### config.mk
export PLATFORM = sky130hd
export DESIGN_NAME = tl_corrupt_beat_queue
export DESIGN_NICKNAME = d
export VERILOG_FILES = /design/src/rtl/tl_queue_pkg.sv /design/src/rtl/queue_ram_2p.sv /design/src/rtl/tl_corrupt_beat_queue.sv
export SDC_FILE = /design/constraint.sdc
export NUM_CORES = 1
export LEC_CHECK = 0
export ABC_AREA = 1
export CORE_AREA = 2 2 295 326
export CTS_CLUSTER_DIAMETER = 40
export DETAILED_ROUTE_END_ITERATION = 6
export DIE_AREA = 0 0 297 328
export PLACE_DENSITY = 0.4
export SLEW_MARGIN = 20
export SYNTH_ARGS = -nofsm -noshare
export SYNTH_HDL_FRONTEND = slang
export SYNTH_SLANG_ARGS = --single-unit
### constraint.sdc
create_clock -name clock_i -period 6.4 [get_ports clock_i]
set_clock_uncertainty 0.05 [all_clocks]
set_input_delay 0.64 -clock clock_i [delete_from_list [all_inputs] [get_ports clock_i]]
set_output_delay 0.64 -clock clock_i [all_outputs]
set_load 0.01 [all_outputs]
### src/rtl/tl_queue_pkg.sv
// tl_queue_pkg: shared defaults, beat record and address-width helper for the beat queue and its RAMs
package tl_queue_pkg;
  localparam int DATA_W_DEF = 64;
  localparam int DEPTH_DEF = 8;
  typedef struct packed {
    logic [DATA_W_DEF-1:0] data;
    logic corrupt;
  } beat_t;
  function automatic int addr_w(input int depth);
    return (depth > 1) ? $clog2(depth) : 1;
  endfunction
endpackage

### src/rtl/queue_ram_2p.sv
// queue_ram_2p: storage array with one posedge write port and one combinational read port
module queue_ram_2p
  import tl_queue_pkg::*;
#(
  parameter int WIDTH = 1,
  parameter int DEPTH = DEPTH_DEF,
  localparam int AW = addr_w(DEPTH)
) (
  input  logic             clk_i,
  input  logic             wr_en_i,
  input  logic [AW-1:0]    wr_addr_i,
  input  logic [WIDTH-1:0] wr_data_i,
  input  logic             rd_en_i,
  input  logic [AW-1:0]    rd_addr_i,
  output logic [WIDTH-1:0] rd_data_o
);
  logic [WIDTH-1:0] mem_q [DEPTH];
  // write port; contents are deliberately not reset
  always_ff @(posedge clk_i)
    if (wr_en_i) mem_q[wr_addr_i] <= wr_data_i;
  assign rd_data_o = rd_en_i ? mem_q[rd_addr_i] : '0;
endmodule

### src/rtl/tl_corrupt_beat_queue.sv
// tl_corrupt_beat_queue: ready/valid FIFO controller for TileLink beats with per-beat corrupt flag
module tl_corrupt_beat_queue
  import tl_queue_pkg::*;
#(
  parameter int DATA_W = DATA_W_DEF,
  parameter int DEPTH = DEPTH_DEF,
  localparam int ADDR_W = addr_w(DEPTH)
) (
  input  logic              clock_i,
  input  logic              reset_n_i,
  input  logic              enq_valid_i,
  output logic              enq_ready_o,
  input  logic [DATA_W-1:0] enq_data_i,
  input  logic              enq_corrupt_i,
  output logic              deq_valid_o,
  input  logic              deq_ready_i,
  output logic [DATA_W-1:0] deq_data_o,
  output logic              deq_corrupt_o,
  input  logic              flush_i,
  output logic [ADDR_W:0]   count_o,
  output logic              corrupt_seen_o
);
  logic [ADDR_W-1:0] enq_ptr_q, enq_ptr_d, deq_ptr_q, deq_ptr_d;
  logic maybe_full_q, maybe_full_d, corrupt_seen_q, corrupt_seen_d;
  logic ptr_eq, empty, full, do_enq, do_deq;
  // occupancy flags come from registers only, so ready/valid never depend on the partner handshake
  assign ptr_eq = enq_ptr_q == deq_ptr_q;
  assign empty = ptr_eq & ~maybe_full_q;
  assign full = ptr_eq & maybe_full_q;
  assign enq_ready_o = ~full;
  assign deq_valid_o = ~empty;
  assign do_enq = enq_valid_i & enq_ready_o & ~flush_i;
  assign do_deq = deq_valid_o & deq_ready_i & ~flush_i;
  assign count_o = full ? (ADDR_W+1)'(DEPTH) : {1'b0, enq_ptr_q - deq_ptr_q};
  assign corrupt_seen_o = corrupt_seen_q;
  // next state: flush clears everything, otherwise pointers step and maybe_full follows the odd handshake
  always_comb begin
    enq_ptr_d = do_enq ? enq_ptr_q + 1'b1 : enq_ptr_q;
    deq_ptr_d = do_deq ? deq_ptr_q + 1'b1 : deq_ptr_q;
    maybe_full_d = (do_enq != do_deq) ? do_enq : maybe_full_q;
    corrupt_seen_d = corrupt_seen_q | (do_enq & enq_corrupt_i);
    if (flush_i) begin
      enq_ptr_d = '0;
      deq_ptr_d = '0;
      maybe_full_d = 1'b0;
      corrupt_seen_d = 1'b0;
    end
  end
  // controller state register with asynchronous clear
  always_ff @(posedge clock_i or negedge reset_n_i)
    if (!reset_n_i) begin
      enq_ptr_q <= '0;
      deq_ptr_q <= '0;
      maybe_full_q <= 1'b0;
      corrupt_seen_q <= 1'b0;
    end else begin
      enq_ptr_q <= enq_ptr_d;
      deq_ptr_q <= deq_ptr_d;
      maybe_full_q <= maybe_full_d;
      corrupt_seen_q <= corrupt_seen_d;
    end
  queue_ram_2p #(.WIDTH(DATA_W), .DEPTH(DEPTH)) u_data_ram (
    .clk_i(clock_i), .wr_en_i(do_enq), .wr_addr_i(enq_ptr_q), .wr_data_i(enq_data_i),
    .rd_en_i(deq_valid_o), .rd_addr_i(deq_ptr_q), .rd_data_o(deq_data_o)
  );
  queue_ram_2p #(.WIDTH(1), .DEPTH(DEPTH)) u_flag_ram (
    .clk_i(clock_i), .wr_en_i(do_enq), .wr_addr_i(enq_ptr_q), .wr_data_i(enq_corrupt_i),
    .rd_en_i(deq_valid_o), .rd_addr_i(deq_ptr_q), .rd_data_o(deq_corrupt_o)
  );
  // handshake sanity: never write into a full queue, never read an empty one
  always_ff @(posedge clock_i)
    if (reset_n_i) begin
      assert (!(do_enq && full));
      assert (!(do_deq && empty));
      assert (count_o <= (ADDR_W+1)'(DEPTH));
    end
endmodule
# ---- Yosys cells after proc, flatten, opt, wreduce, memory -nomap -nowiden
# Memories as Yosys holds them, arrays and structs flattened.
# Cells that the tools add are included.
dict set report classes {
  addsub 3
  n_eq_ne 2
  n_mux 12
  bitwise_logic 12
  reduce_logical 3
}
# operator count
set ops {}
lappend ops {{$mux 64} 1}
lappend ops {{$mux 3} 4}
lappend ops {{$and 1x1->1} 7}
lappend ops {{$add 3x1->3 const B} 2}
lappend ops {{$mux 1} 6}
lappend ops {{$reduce_bool 2->1} 3}
lappend ops {{$mux 4} 1}
lappend ops {{$not 1->1} 4}
lappend ops {{$eq 3x3->1} 1}
lappend ops {{$sub 3x3->3} 1}
lappend ops {{$ne 1x1->1} 1}
lappend ops {{$or 1x1->1} 1}
dict set report word_totals {
  register_bits 8
  ramBits 520
  in_bits 70
  output_inout_bits 72
  elab_cells 38
  n_memories 2
}
# name words word_bits rd rd_ports_with_merged_regs wr line
set memory_table {}
lappend memory_table {u_data_ram.mem_q 8 64 1 0 1 queue_ram_2p.sv:17} ;# logic [WIDTH-1:0] mem_q [DEPTH];
lappend memory_table {u_flag_ram.mem_q 8 1 1 0 1 queue_ram_2p.sv:17}

# ---- Depth between registers and ports, before layout
dict set report logic_depth {
  depth_word 8
  depth_mapped 12
  ltp_nobuf 8
}

# ---- Hierarchy
# Synthesis repeated with hierarchy kept, for this count alone.
dict set report hier_totals {
  cells_unflattened 2354
  hier_area_um2 23497.5
}
# module n_inst cells_per_inst area_each_um2
set modules_own_cells {}
lappend modules_own_cells {{queue_ram_2p (u_data_ram)} 1 2237 22527.9}
lappend modules_own_cells {tl_corrupt_beat_queue 1 65 558.0}
lappend modules_own_cells {{queue_ram_2p (u_flag_ram)} 1 52 411.6}

# ---- Worst setup path after synthesis
# No wires, ideal clock.
dict set report synth_path {
  path_kind {reg2reg}
  start {reg deq_ptr_q[1]}
  end {mem u_data_ram.mem_q[2][0] (netlist bit) (enable)}
  arrival_ns 4.380
  t_required_ns 5.861
  slack_ns 1.481
  stages_incl_launch_ff 11
  path_buffers 3
  synth_period_minus_slack_ns 4.919
  path_cell_list {dfrtp_1 > buf_2 > inv_2 > buf_2 > buf_2 > ha_1 > nand2_1 > inv_1 > nand3_2 > nand4_1 > nor2_1}
}
dict set report synth_between {
  elab_chain_cells 7
}
# item line
set synth_rtl {}
lappend synth_rtl {{start, declared} tl_corrupt_beat_queue.sv:23} ;# logic [ADDR_W-1:0] enq_ptr_q, enq_ptr_d, deq_ptr_q, deq_ptr_d;
lappend synth_rtl {{start signal, assigned} tl_corrupt_beat_queue.sv:58} ;# deq_ptr_q <= deq_ptr_d;
lappend synth_rtl {{$eq 3x3->1} tl_corrupt_beat_queue.sv:27} ;# assign ptr_eq = enq_ptr_q == deq_ptr_q;
lappend synth_rtl {{$and 1x1->1} tl_corrupt_beat_queue.sv:29} ;# assign full = ptr_eq & maybe_full_q;
lappend synth_rtl {{$not 1->1} tl_corrupt_beat_queue.sv:30} ;# assign enq_ready_o = ~full;
lappend synth_rtl {{via enq_ready_o} tl_corrupt_beat_queue.sv:12} ;# output logic enq_ready_o,
lappend synth_rtl {{$and 1x1->1 (2 in series)} tl_corrupt_beat_queue.sv:32} ;# assign do_enq = enq_valid_i & enq_ready_o & ~flush_i;
lappend synth_rtl {{$mux 1} queue_ram_2p.sv:20} ;# if (wr_en_i) mem_q[wr_addr_i] <= wr_data_i;
lappend synth_rtl {{$mux 1 (implied by the code)} queue_ram_2p.sv:20}
lappend synth_rtl {{end, declared} queue_ram_2p.sv:17}
# The timed path passes the listed nets, and every way through them passes these cells.

# ---- Final worst setup path
dict set report layout_path {
  start {reg deq_ptr_q[1]}
  end {out deq_data_o[19]}
}
dict set report layout_between {
  elab_chain_cells 3
}
# item line
set layout_rtl {}
lappend layout_rtl {{branches (longest 2 deep; another with $mem_v2 8x64)} n/a}
lappend layout_rtl {{$mux 64 *} queue_ram_2p.sv:21} ;# assign rd_data_o = rd_en_i ? mem_q[rd_addr_i] : '0;
lappend layout_rtl {{end, declared} tl_corrupt_beat_queue.sv:17} ;# output logic [DATA_W-1:0] deq_data_o,
# Every way passes the cells marked *.

==> results_dict.tcl <==
set metrics [dict create \
    outcome "finished, final reports clean" \
    max_freq_ghz 0.206 \
    vias 13892 \
    rsz0062_at_grt "false" \
    finalSetupViolCount 0 \
    crit_type "flip-flop to primary output" \
    critPathMaxFanout 46 \
    ios 142 \
    r2r-end "u_data_ram.mem_q[2][39]$_DFFE_PP_" \
    ctsResizeCount 0 \
    drive_gt1_share_pct 10.5 \
    cts-root-buf "clkbuf_16" \
    grt_first_pass_wirelength_um 93300 \
    synth.top_cells.by_count "520 x edfxtp_1, 405 x nand2_1, 338 x nor2_1, 205 x nand3_1, 73 x buf_2" \
    min_path_type "primary input to asynchronous set/reset pin" \
    ys_top_cells_by_area "edfxtp_1 73%, nand2_1 7.1%, nor2_1 5.9%" \
    grt_max_degree 165 \
    cap_violations 0 \
    period_share_pct 75.7 \
    synth_seq_area_share_pct 73.7 \
    final_max_slew_viol_count 0 \
    htreeDepth 3 \
    max_stage_delay_ps 610 \
    synth_area_um2 21500 \
    dieWidth_um 297 \
    grt_pass1_vias 14125 \
    fillerInstances 9569 \
    synth_top_area_share_pct 72.7 \
    crit_chain "inv_4 -> ha_1 -> nand2_1 -> inv_1 -> nand3b_4 -> buf_4 -> nand2_1 -> nor2_1 -> clkdlybuf4s50_1" \
    clk_pin_slew_ps 40 \
    rows 118 \
    cts_setup_buffers 0 \
    syn-instance-count 1819 \
    dp_cells 3134 \
    leakage_uw 0.00950 \
    cts_hold_buf 0 \
    dpl.hpwl_um 32200 \
    avgSynthCellArea_um2 11.8 \
    peakVddDrop_mv 0.230 \
    synth-edff-count 520 \
    grt.total_usage_pct 12.8 \
    cts_buffer_depth 3 \
    p_comb_share_pct 22.2 \
    yosysMostFrequentCell "edfxtp_1" \
    drc 0 \
    fin_cells 3324 \
    place.gp.congestion 0.703 \
    die_area_um2 97400 \
    powerDensity_nw_per_um2 438 \
    synth_flop_cell "edfxtp_1" \
    synth_fp_nets 1894 \
    cp-end-kind "primary output" \
    syn2layout_area_growth_pct 29.8 \
    port_buffers 141 \
    worstPathArrival_ps 4160 \
    routed_via_density 4.18 \
    cp-start-kind "flip-flop" \
    worstMarginPinSlew_ps 934 \
    antenna_cells 0 \
    nets 2051 \
    crit_end "deq_data_o[19]" \
    clkPwrFrac_pct 45.1 \
    timing.final.hold_violations 0 \
    antenna_found_initial 5 \
    seqPwrFrac_pct 32.8 \
    rr_worst_depth 8 \
    antenna_left 0 \
    synth_top_cell_by_area "edfxtp_1" \
    fin_crit_ps 4850 \
    critPathLaunch "deq_ptr_q[1]$_DFFE_PN0P_" \
    clkSinkCount 528 \
    cp_common_cell "nand2_1" \
    ys_ff_latch 528 \
    firstDrtPassIters 4 \
    async_flop_share_pct 1.52 \
    slew_headroom_pct 37.7 \
    worstPathRequired_ps 5710 \
    grt_overflow_total 0 \
    wl_um 63200 \
    initial_utilization_pct 22.9 \
    r2r-start "deq_ptr_q[1]$_DFFE_PN0P_" \
    final.setup.tns_ps 0 \
    ys_types 25 \
    p_int_uw 8570 \
    wire_per_inst_um 19.0 \
    yosysWarnings 0 \
    critPathSlowestCell "nand3b_4" \
    drtIter0Drc 804 \
    die_h_um 328 \
    rrSetupSlack_ps 2580 \
    p_switching_uw 3620 \
    coreArea_um2 93900 \
    cts_tree "yes" \
    cts_made_buffers 100 \
    netSwitchingFraction_pct 29.7 \
    clock_latency_ps 630 \
]
==> cell usage in the layout (no fill, tap or decap), drive strengths merged <==
cell type,count
nand4,7
nand2,407
clkbuf,106
edfxtp,520
a21oi,65
nor2,338
nand3,206
xor2,3
inv,19
o21ai,66
nand3b,1
ha,4
o211ai,1
clkinvlp,15
or2,66
dfrtp,8
buf,26
fa,1
bufinv,18
clkinv,46
clkdlybuf4s50,141
==> critical path: cells and delay by family (launching register included) <==
kind	cells	cell delay (ps)
adder cells (fa/ha/maj)	1	350
AND/OR/NAND/NOR	4	910
flip-flops	1	590
buffers and inverters	4	1610
==> through the flow <==
step | hold WS [ps] | worst slack (ps) | cell area [µm²] | power, µW | utilization, %
2_1_floorplan | 294 | 1480 | 21500 | 5570 | -
3_3_place_gp | 503 | 2120 | 24300 | 6850 | 25.8
3_5_place_dp | 521 | 2040 | 24300 | 6860 | 25.8
4_1_cts | 264 | 1350 | 27900 | 12400 | 29.7
5_1_grt | 281 | 1220 | 27900 | 12800 | 29.7
6_report | 280 | 1550 | 27900 | 12200 | 29.7
==> power groups by stage <==
stage	Clock (µW)	Combinational [µW]	Sequential (µW)
after CTS	5640	2810	3990
final	5500	2700	3990
after global routing	5800	3030	4000
after floorplan	0	1550	4010
after global placement	0	2790	4060
after detailed placement	0	2800	4060
==> metal layers <==
layer	routed length [µm]	share of wire, %	track usage (%)	vias to the layer above
met3	2780	4.4	2.76	87
li1	-	-	-	6646
met2	31800	50	22.3	293
met4	1080	1.7	3.88	6
met5	41	0.065	0	-
met1	27500	44	15.9	6860
==> worst min-delay path by stage <==
stage                               end  slack (ps)
6_report       corrupt_seen_o$_DFF_PN0_         280
4_1_cts        corrupt_seen_o$_DFF_PN0_         260
2_1_floorplan  corrupt_seen_o$_DFF_PN0_         290
5_1_grt        corrupt_seen_o$_DFF_PN0_         280
3_5_place_dp   corrupt_seen_o$_DFF_PN0_         520
3_3_place_gp   corrupt_seen_o$_DFF_PN0_         500
==> registers in the layout, indices dropped and copies added (netlist names) <==
| register | flops |
|---|---|
| u_data_ram.mem_q | 512 |
| u_flag_ram.mem_q | 8 |
| deq_ptr_q | 3 |
| enq_ptr_q | 3 |
| corrupt_seen_o | 1 |
| maybe_full_q | 1 |
==> layout make-up <==
class | count | area [µm²] | share of cell area [%]
Multi-Input combinational cell | 1165 | 5130 | 18.4
Inverter | 14 | 60.1 | 0.216
Clock inverter | 84 | 1080 | 3.87
Clock buffer | 106 | 2520 | 9.06
Sequential cell | 528 | 15800 | 56.8
Tap cell | 1260 | 1580 | 5.66
Timing Repair Buffer | 167 | 1660 | 5.95
==> cells by family (layout without fill, tap and decap cells) <==
kind of cell | Yosys count | count (layout) | share of synthesized area, %
flip-flops | 528 | 528 | 73.7
buffers and inverters | 126 | 371 | 2.73
XOR/XNOR | 3 | 3 | 0.122
AND/OR/NAND/NOR | 1025 | 1025 | 20.1
adder cells (fa/ha/maj) | 5 | 5 | 0.326
AO/OA/AOI/OAI | 132 | 132 | 3.09
(Power assumes the default switching activity.)
